**src/rtl/mem_pkg.sv**
```systemverilog
// Shared definitions for the memory arbiter and the alignment checker:
// FSM state encoding, access size codes and requester port IDs.
package mem_pkg;

  typedef enum logic [1:0] {
    IDLE = 2'd0,
    WAIT = 2'd1,
    REL  = 2'd2,
    DONE = 2'd3
  } state_t;

  localparam logic [1:0] SIZE_BYTE = 2'b00;
  localparam logic [1:0] SIZE_HALF = 2'b01;
  localparam logic [1:0] SIZE_WORD = 2'b10;

  localparam logic PORT_I = 1'b0;
  localparam logic PORT_D = 1'b1;

endpackage

```
**src/rtl/mem_align_chk.sv**
```systemverilog
// Combinational access legality check. Natural alignment also guarantees
// that no halfword or word access can wrap past the top of the 8-bit space.
module mem_align_chk
  import mem_pkg::*;
(
  input  logic [7:0] addr,
  input  logic [1:0] size,
  output logic       err
);

  always_comb begin
    case (size)
      SIZE_BYTE: err = 1'b0;
      SIZE_HALF: err = addr[0];
      SIZE_WORD: err = (addr[1:0] != 2'b00);
      default:   err = 1'b1;
    endcase
  end

endmodule

```
**src/rtl/mem_arbiter.sv**
```systemverilog
// Two-port (instruction/data) round-robin arbiter in front of a single RAM
// with a MOV/MOC handshake, alignment checking and a MOC timeout.
module mem_arbiter
  import mem_pkg::*;
#(
  parameter int MOC_TIMEOUT = 15
) (
  input  logic        Clk,
  input  logic        Reset_n,
  input  logic        I_Req,
  input  logic        D_Req,
  input  logic [7:0]  I_Addr,
  input  logic [7:0]  D_Addr,
  input  logic [1:0]  I_Size,
  input  logic [1:0]  D_Size,
  input  logic        D_R_W,
  input  logic [31:0] D_WData,
  output logic        I_Ack,
  output logic        D_Ack,
  output logic        Err,
  output logic [31:0] RData,
  output logic        MOV,
  output logic        R_W,
  output logic [7:0]  Address,
  output logic [1:0]  Size,
  output logic [31:0] DataIn,
  input  logic [31:0] DataOut,
  input  logic        MOC
);

  localparam int CW = (MOC_TIMEOUT > 1) ? $clog2(MOC_TIMEOUT) : 1;
  localparam logic [CW-1:0] CNT_LAST = CW'(MOC_TIMEOUT - 1);

  state_t        state;
  state_t        next_state;
  logic          last_gnt;
  logic [CW-1:0] count;
  logic          any_req;
  logic          sel_d;
  logic [7:0]    sel_addr;
  logic [1:0]    sel_size;
  logic          sel_err;
  logic          timeout;

  // On a tie the port that was not granted last wins; last_gnt doubles as
  // the owner of the access currently in flight.
  assign any_req  = I_Req | D_Req;
  assign sel_d    = D_Req & (~I_Req | (last_gnt == PORT_I));
  assign sel_addr = sel_d ? D_Addr : I_Addr;
  assign sel_size = sel_d ? D_Size : I_Size;
  assign timeout  = (count == CNT_LAST);

  mem_align_chk u_align_chk (
    .addr (sel_addr),
    .size (sel_size),
    .err  (sel_err)
  );

  always_ff @(posedge Clk or negedge Reset_n) begin
    if (!Reset_n) state <= IDLE;
    else          state <= next_state;
  end

  always_comb begin
    next_state = state;
    I_Ack      = 1'b0;
    D_Ack      = 1'b0;
    case (state)
      IDLE: if (any_req) next_state = sel_err ? DONE : WAIT;
      WAIT: if (MOC || timeout) next_state = REL;
      REL:  if (!MOC) next_state = DONE;
      DONE: begin
        next_state = IDLE;
        I_Ack      = (last_gnt == PORT_I);
        D_Ack      = (last_gnt == PORT_D);
      end
      default: next_state = IDLE;
    endcase
  end

  // RAM-side controls are loaded only by a legal grant and then held until
  // the access completes, so the RAM sees stable Address/Size/R_W/DataIn.
  always_ff @(posedge Clk or negedge Reset_n) begin
    if (!Reset_n) begin
      last_gnt <= PORT_I;
      count    <= '0;
      MOV      <= 1'b0;
      R_W      <= 1'b1;
      Address  <= '0;
      Size     <= SIZE_BYTE;
      DataIn   <= '0;
      RData    <= '0;
      Err      <= 1'b0;
    end else begin
      case (state)
        IDLE: begin
          if (any_req) begin
            last_gnt <= sel_d ? PORT_D : PORT_I;
            Err      <= sel_err;
            if (!sel_err) begin
              MOV     <= 1'b1;
              Address <= sel_addr;
              Size    <= sel_size;
              R_W     <= sel_d ? D_R_W : 1'b1;
              DataIn  <= sel_d ? D_WData : '0;
              count   <= '0;
            end
          end
        end
        WAIT: begin
          if (MOC) begin
            MOV <= 1'b0;
            if (R_W) RData <= DataOut;
          end else if (timeout) begin
            MOV <= 1'b0;
            Err <= 1'b1;
          end else begin
            count <= count + 1'b1;
          end
        end
        default: ;
      endcase
    end
  end

endmodule

```
**config.mk**
```make
export PLATFORM = sky130hd
export DESIGN_NAME = mem_arbiter
export DESIGN_NICKNAME = d
export VERILOG_FILES = /design/src/rtl/mem_pkg.sv /design/src/rtl/mem_align_chk.sv /design/src/rtl/mem_arbiter.sv
export SDC_FILE = /design/constraint.sdc
export NUM_CORES = 1
export LEC_CHECK = 0
export ABC_AREA = 0
export CAP_MARGIN = 40
export CORE_ASPECT_RATIO = 1.5
export CORE_UTILIZATION = 40
export CTS_CLUSTER_DIAMETER = 120
export DETAILED_ROUTE_END_ITERATION = 6
export GPL_TIMING_DRIVEN = 0
export PLACE_DENSITY = 0.83
export SYNTH_ARGS = -nofsm -noshare
export SYNTH_HDL_FRONTEND = slang
export SYNTH_SLANG_ARGS = --single-unit
```
**constraint.sdc**
```tcl
create_clock -name Clk -period 3 [get_ports Clk]
set_input_delay 0.6 -clock Clk [delete_from_list [all_inputs] [get_ports Clk]]
set_output_delay 0.6 -clock Clk [all_outputs]
set_load 0.02 [all_outputs]
```
### Word level (Yosys, flattened, before mapping)

Index checks and enable logic that the tools add are counted.

| word-level totals | value |
|---|---|
| input bits | 90 |
| word-level logic and storage cells | 70 |
| register bits | 84 |
| output and inout bits | 79 |

| operators by class | value |
|---|---|
| bitwise logic cells | 6 |
| reduce and logical (&&, ||, !) cells | 12 |
| $add $sub $neg | 1 |
| mux-type cells | 27 |
| equal/unequal tests | 14 |

Operators with widths:

| kind | count |
|---|---|
| $mux W32 | 1 |
| $mux W4 | 4 |
| $ne A2 B2 Y1 const B | 7 |
| $mux W1 | 11 |
| $mux W2 | 5 |
| $reduce_and A3 Y1 | 3 |
| $mux W8 | 1 |
| $pmux W2 S4 | 1 |
| $pmux W4 S2 | 1 |
| $reduce_and A4 Y1 | 2 |
| $eq A2 B2 Y1 const B | 3 |
| $reduce_and A5 Y1 | 1 |
| $add A4 B1 Y4 const B | 1 |
| $eq A2 B1 Y1 const B | 2 |
| $eq A4 B4 Y1 const B | 1 |
| $logic_not A2 Y1 | 2 |
| $pmux W1 S2 | 2 |
| $reduce_bool A2 Y1 | 2 |
| $ne A3 B3 Y1 const B | 1 |
| $not A1 Y1 | 3 |
| $pmux W1 S3 | 1 |
| $or A1 B1 Y1 | 2 |
| $reduce_and A2 Y1 | 1 |
| $and A1 B1 Y1 | 1 |
| $logic_or A1 B1 Y1 | 1 |

### Longest topological paths before layout

| logic depth | value |
|---|---|
| depth after elaboration | 9 |
| mapped depth | 8 |
| mapped depth without buffers | 7 |

### Hierarchy

From an unflattened synthesis, not the netlist that was laid out.

| unflattened totals | value |
|---|---|
| cells, all modules | 243 |
| area, all modules | 3534.6 um^2 |

By module, submodules not included:

| module | area each (um^2) | instances | cells each | seq. area each (um^2) |
|---|---|---|---|---|
| mem_arbiter | 3520.9 | 1 | 240 | 2103.3 |
| mem_align_chk | 13.8 | 1 | 3 | 0.0 |

### Worst setup path after synthesis

No wires, ideal clock.

| path | value |
|---|---|
| path type | input -> register |
| from | input port I_Addr[1] |
| to | register DataIn[10] |
| library setup time | 121 ps |
| data required time | 2879 ps |
| path slack | 1259 ps |
| data arrival time | 1620 ps |
| cell stages on the path | 6 |
| buffers on the path | 1 |
| cells stage by stage | o21ai_1 > a211oi_2 > a21oi_4 > o211ai_4 > buf_8 > a22o_1 |

| on the way | value |
|---|---|
| word-level cells in the longest chain between the ends | 5 |

RTL lines:

| element | line | text |
|---|---|---|
| start: declaration | mem_arbiter.sv:12 | `input logic [7:0] I_Addr,` |
| $mux W8 | mem_arbiter.sv:49 | `assign sel_addr = sel_d ? D_Addr : I_Addr;` |
| $reduce_bool A2 Y1 | mem_align_chk.sv:15 | `SIZE_WORD: err = (addr[1:0] != 2'b00);` |
| $pmux W1 S3 | mem_align_chk.sv:12 | `case (size)` |
| $not A1 Y1 (no line) | - |  |
| $reduce_and A3 Y1 (no line) | - |  |
| end signal: assignment | mem_arbiter.sv:105 | `DataIn <= sel_d ? D_WData : '0;` |
| end: declaration | mem_arbiter.sv:26 | `output logic [31:0] DataIn,` |

No other way between the ends.
A chain may end at the register's enable or synchronous reset.

### Final worst setup path

| path | value |
|---|---|
| from | register state[1] |
| to | output port I_Ack |

| on the way | value |
|---|---|
| word-level cells in the longest chain between the ends | 2 |

RTL lines:

| element | line | text |
|---|---|---|
| start: declaration | mem_arbiter.sv:34 | `state_t state;` |
| start signal: assignment | mem_arbiter.sv:61 | `else state <= next_state;` |
| $eq A2 B2 Y1 | mem_arbiter.sv:68 | `case (state)` |
| $mux W1 | mem_arbiter.sv:68 |  |
| end: declaration | mem_arbiter.sv:18 | `output logic I_Ack,` |

No other way between the ends.

==> results_tabular.tex <==
\begin{tabular}{lr}
\hline
Metric & Value \\
\hline
\multicolumn{2}{l}{\textbf{Timing}} \\
\quad Hold Vio Cnt, Final & 0 \\
\quad Final clock period utilization by the worst path & 0.753 \\
\quad Slew Viols, Final & 0 \\
\quad Final Worst Setup Slack & 0.740 ns \\
\quad Final count of negative-setup-slack endpoints & 0 \\
\quad Worst Skew & 0.00601 ns \\
\quad Max transition margin & 0.653 \\
\quad Maximum frequency from static timing analysis & 442 MHz \\
\quad Setup repair after global routing missed its margin & no \\
\quad Slew at the pin closest to its max-slew limit & 0.520 ns \\
\quad Time the final worst path needs with I/O delays and setup & 2.26 ns \\
\multicolumn{2}{l}{\textbf{Placement}} \\
\quad GPL Wtd Cong & 0.788 \\
\quad Worst setup slack before clock tree synthesis & 0.452 ns \\
\quad Post-Place Cell Area & 5460 um2 \\
\quad Number of port buffers & 168 \\
\quad Dpl hpwl & 7.02 mm \\
\multicolumn{2}{l}{\textbf{CTS}} \\
\quad Max Buffers Root-to-Sink & 2 \\
\quad Clock tree from TritonCTS & built \\
\quad Latest clock arrival within the worst-skew pair & 0.33 ns \\
\quad Cts repair resizes & 0 \\
\quad Number of buffers added by the clock tree synthesis step & 9 \\
\quad Maximum level of the CTS H-tree & 3 \\
\quad Hold-fix buffers, CTS & 0 \\
\quad Number of clock sinks & 84 \\
\quad Root Driver & clkbuf\_16 \\
\quad CTS clk-pin slew, worst paths & 0.06 ns \\
\quad Setup Fix Bufs, Post-CTS & 0 \\
\multicolumn{2}{l}{\textbf{GRT}} \\
\quad Global-route wire length before repair & 15.1 mm \\
\quad Antenna violations before repair & 0 \\
\quad Gr busiest metal & met2 \\
\quad Maximum number of pins on one net before global-route repair & 69 \\
\quad Met3 Track Usage GR & 0.0571 \\
\quad GRT Resource Usage Total & 0.207 \\
\quad Met1 global-route usage & 0.244 \\
\quad Via count of the first global-routing pass & 3172 \\
\quad GRT met2 Usage & 0.357 \\
\quad Grt ovf & 0 \\
\multicolumn{2}{l}{\textbf{Finish}} \\
\quad Fill count & 663 \\
\quad Final Net Count & 586 \\
\quad Synthesis-to-layout area growth & 59.0\% \\
\quad Sequential cell area & 2100 um2 \\
\quad Share of post-route cells with drive strength above 1 & 0.137 \\
\quad Multi-input gate area in the final layout & 1340 um2 \\
\quad Number of diodes & 0 \\
\quad Design area & 5740 um2 \\
\quad Utilization of the core after routing & 0.654 \\
\multicolumn{2}{l}{\textbf{Worst setup path}} \\
\quad Data arrival time of the worst path & 1.66 ns \\
\quad Required time worst endpoint & 2.40 ns \\
\quad Critical-path cell list & ha\_1 -> nor2b\_1 -> clkdlybuf4s50\_1 \\
\quad Kind of start point of the critical path & flop \\
\quad Worst setup slack for register-to-register paths & 0.99 ns \\
\quad Largest driver fanout on the critical path & 4 \\
\quad Slowest stage delay, CP & 0.63 ns \\
\quad Crit path buffers/inverters & 1 \\
\quad Critical path capture point type & output pin \\
\quad Slowest stage cell, crit path & clkdlybuf4s50\_1 \\
\quad Largest delay contributor family on the critical path & buffers and inverters \\
\quad Class of the most critical setup path & reg2out \\
\multicolumn{2}{l}{\textbf{Synth}} \\
\quad Avg Cell Area, Syn & 11.7 um2 \\
\quad Leading cell types by total area after synthesis & dfrtp\_1 57\%, mux2\_2 10\%, a22o\_1 4.1\%, nand2\_1 2.7\%, nand3\_1 2.6\% \\
\quad Count of flip-flops with a built-in enable after synthesis & 0 \\
\quad Cell taking the most area after synthesis & dfrtp\_1 \\
\quad Fraction of synthesis flops using an asynchronous set or reset pin & 1.00 \\
\quad Share of Yosys cell area claimed by the top area cell type & 0.575 \\
\quad Count of mapped cells out of synthesis & 310 \\
\quad Sequential-to-total area share from yosys stat & 0.582 \\
\quad Flip-flop and latch count after synthesis & 84 \\
\quad Synth warn & 0 \\
\quad Count of distinct cell types in the synthesized netlist & 43 \\
\quad Post-synthesis instance area & 3610 um2 \\
\quad Synthesized Nets & 406 \\
\quad Most used DFF post-synth & dfrtp\_1 \\
\multicolumn{2}{l}{\textbf{Detailed routing}} \\
\quad Initial DRC count & 128 \\
\quad Number of vias in the routed layout & 3066 \\
\quad Via/cell ratio & 5.07 \\
\quad Count of nets left with antenna violations after detail routing & 0 \\
\quad WL final & 9.20 mm \\
\quad TritonRoute pass-1 iters & 4 \\
\quad Mean routed wirelength per cell & 15.2 um \\
\quad DRC violations left & 0 \\
\multicolumn{2}{l}{\textbf{Die}} \\
\quad Area inside the core boundary & 8780 um2 \\
\quad Die width & 79.6 um \\
\quad Die ar. & 9420 um2 \\
\quad Std-Cell Rows & 42 \\
\quad Io pins & 169 \\
\quad Die Y & 118 um \\
\quad Effective utilization at floorplan & 0.412 \\
\multicolumn{2}{l}{\textbf{Status}} \\
\quad Status & completed \\
\multicolumn{2}{l}{\textbf{Power}} \\
\quad Leakage power summed over all cells & 2.42 nW \\
\quad PwrDens & 1040 nW/um2 \\
\quad Maximum VDD drop & 0.527 mV \\
\multicolumn{2}{l}{\textbf{Min path}} \\
\quad Path type of the worst min-delay path & in2async \\
\multicolumn{2}{l}{\textbf{Job}} \\
\quad Number of max-capacitance violations reported & 0 \\
\hline
\end{tabular}
## cell type report
| cell class | instances | area share |
|---|---|---|
| Tap cell | 110 | 0.0240 |
| Sequential cell | 84 | 0.366 |
| Inverter | 21 | 0.0137 |
| Multi-Input combinational cell | 189 | 0.233 |
| Buffer | 16 | 0.0159 |
| Timing Repair Buffer | 169 | 0.297 |
| Clock inverter | 5 | 0.00915 |
| Clock buffer | 11 | 0.0405 |
## cells in the mapped netlist, types with 2 or more instances
cell type,number
a211oi_1,2
mux2_2,32
buf_1,3
a31oi_1,10
nor2_1,18
o21ai_0,17
nand3_1,19
o21ai_1,8
a22o_1,17
and3_1,2
ha_1,6
clkbuf_1,5
o211ai_1,2
nand2_1,26
dfrtp_1,83
a21oi_1,8
buf_4,2
a211oi_2,2
inv_1,21
buf_2,4
## registers in the layout, summed over array words and instances, names as in the netlist
signal / count
DataIn: 32
RData: 32
Address: 8
count: 4
Size: 2
state: 2
Err: 1
MOV: 1
R_W: 1
last_gnt: 1
## stage by stage
stage / instances / total power, mW / TNS, ns / hold slack, ns
5_1_grt: 605 / 6.32 / 0 / 0.137
2_1_floorplan: 310 / 3.51 / 0 / 0.304
4_1_cts: 605 / 6.03 / 0 / 0.127
3_3_place_gp: 588 / 4.82 / -134.31 / 0.477
3_5_place_dp: 589 / 4.93 / 0 / 0.491
6_report: 605 / 5.96 / 0 / 0.135
## per-layer routing
layer  up-vias  part of all wire
met4         0             0.011
met5         -                 0
met1      1472              0.39
met2       128              0.53
li1       1453                 -
met3        13             0.067
## logic make-up after synthesis
family	after synthesis	synth area share
DFF	84	0.582
AOI/OAI and AO/OA	77	0.155
and+or+nand+nor	74	0.0949
buffers and inverters	37	0.0471
muxes	32	0.0998
adders and majority gates	6	0.0208
## where the power goes
| part | switching (mW) | internal (mW) |
|---|---|---|
| Sequential | 0.299 | 1.66 |
| Combinational | 1.45 | 1.48 |
| Clock | 0.428 | 0.641 |
| Total | 2.17 | 3.78 |
## worst paths after layout
kind | startpoint | depth (start not counted) | endpoint
min | Reset_n | 1 | Address[7]$_DFFE_PN0P_
max in group asynchronous | Reset_n | 2 | R_W$_DFFE_PN1P_
max | state[1]$_DFFE_PN0P_ | 3 | I_Ack
max reg2reg | state[0]$_DFFE_PN0P_ | 7 | count[3]$_DFFE_PN0P_
min in group Clk | DataIn[8]$_DFFE_PN0P_ | 1 | DataIn[8]$_DFFE_PN0P_
min reg2reg | DataIn[8]$_DFFE_PN0P_ | 1 | DataIn[8]$_DFFE_PN0P_
## cell usage in the layout, fill, tap and decap left out, types with 2 or more instances in the layout
cell type,Yosys,final
clkdlybuf4s50_1,0,167
dfrtp_1,83,83
mux2_2,32,32
nand2_1,26,26
inv_1,21,21
nand3_1,19,19
nor2_1,18,18
a22o_1,17,17
o21ai_0,17,17
a31oi_1,10,10
clkbuf_16,0,9
o21ai_1,8,8
a21oi_1,8,8
clkbuf_1,5,7
ha_1,6,6
buf_2,4,4
buf_4,2,3
buf_1,3,3
clkinv_2,0,3
a211oi_2,2,2
a211oi_1,2,2
o211ai_1,2,2
and3_1,2,2
Note: power is estimated with default switching activity, not from simulation.
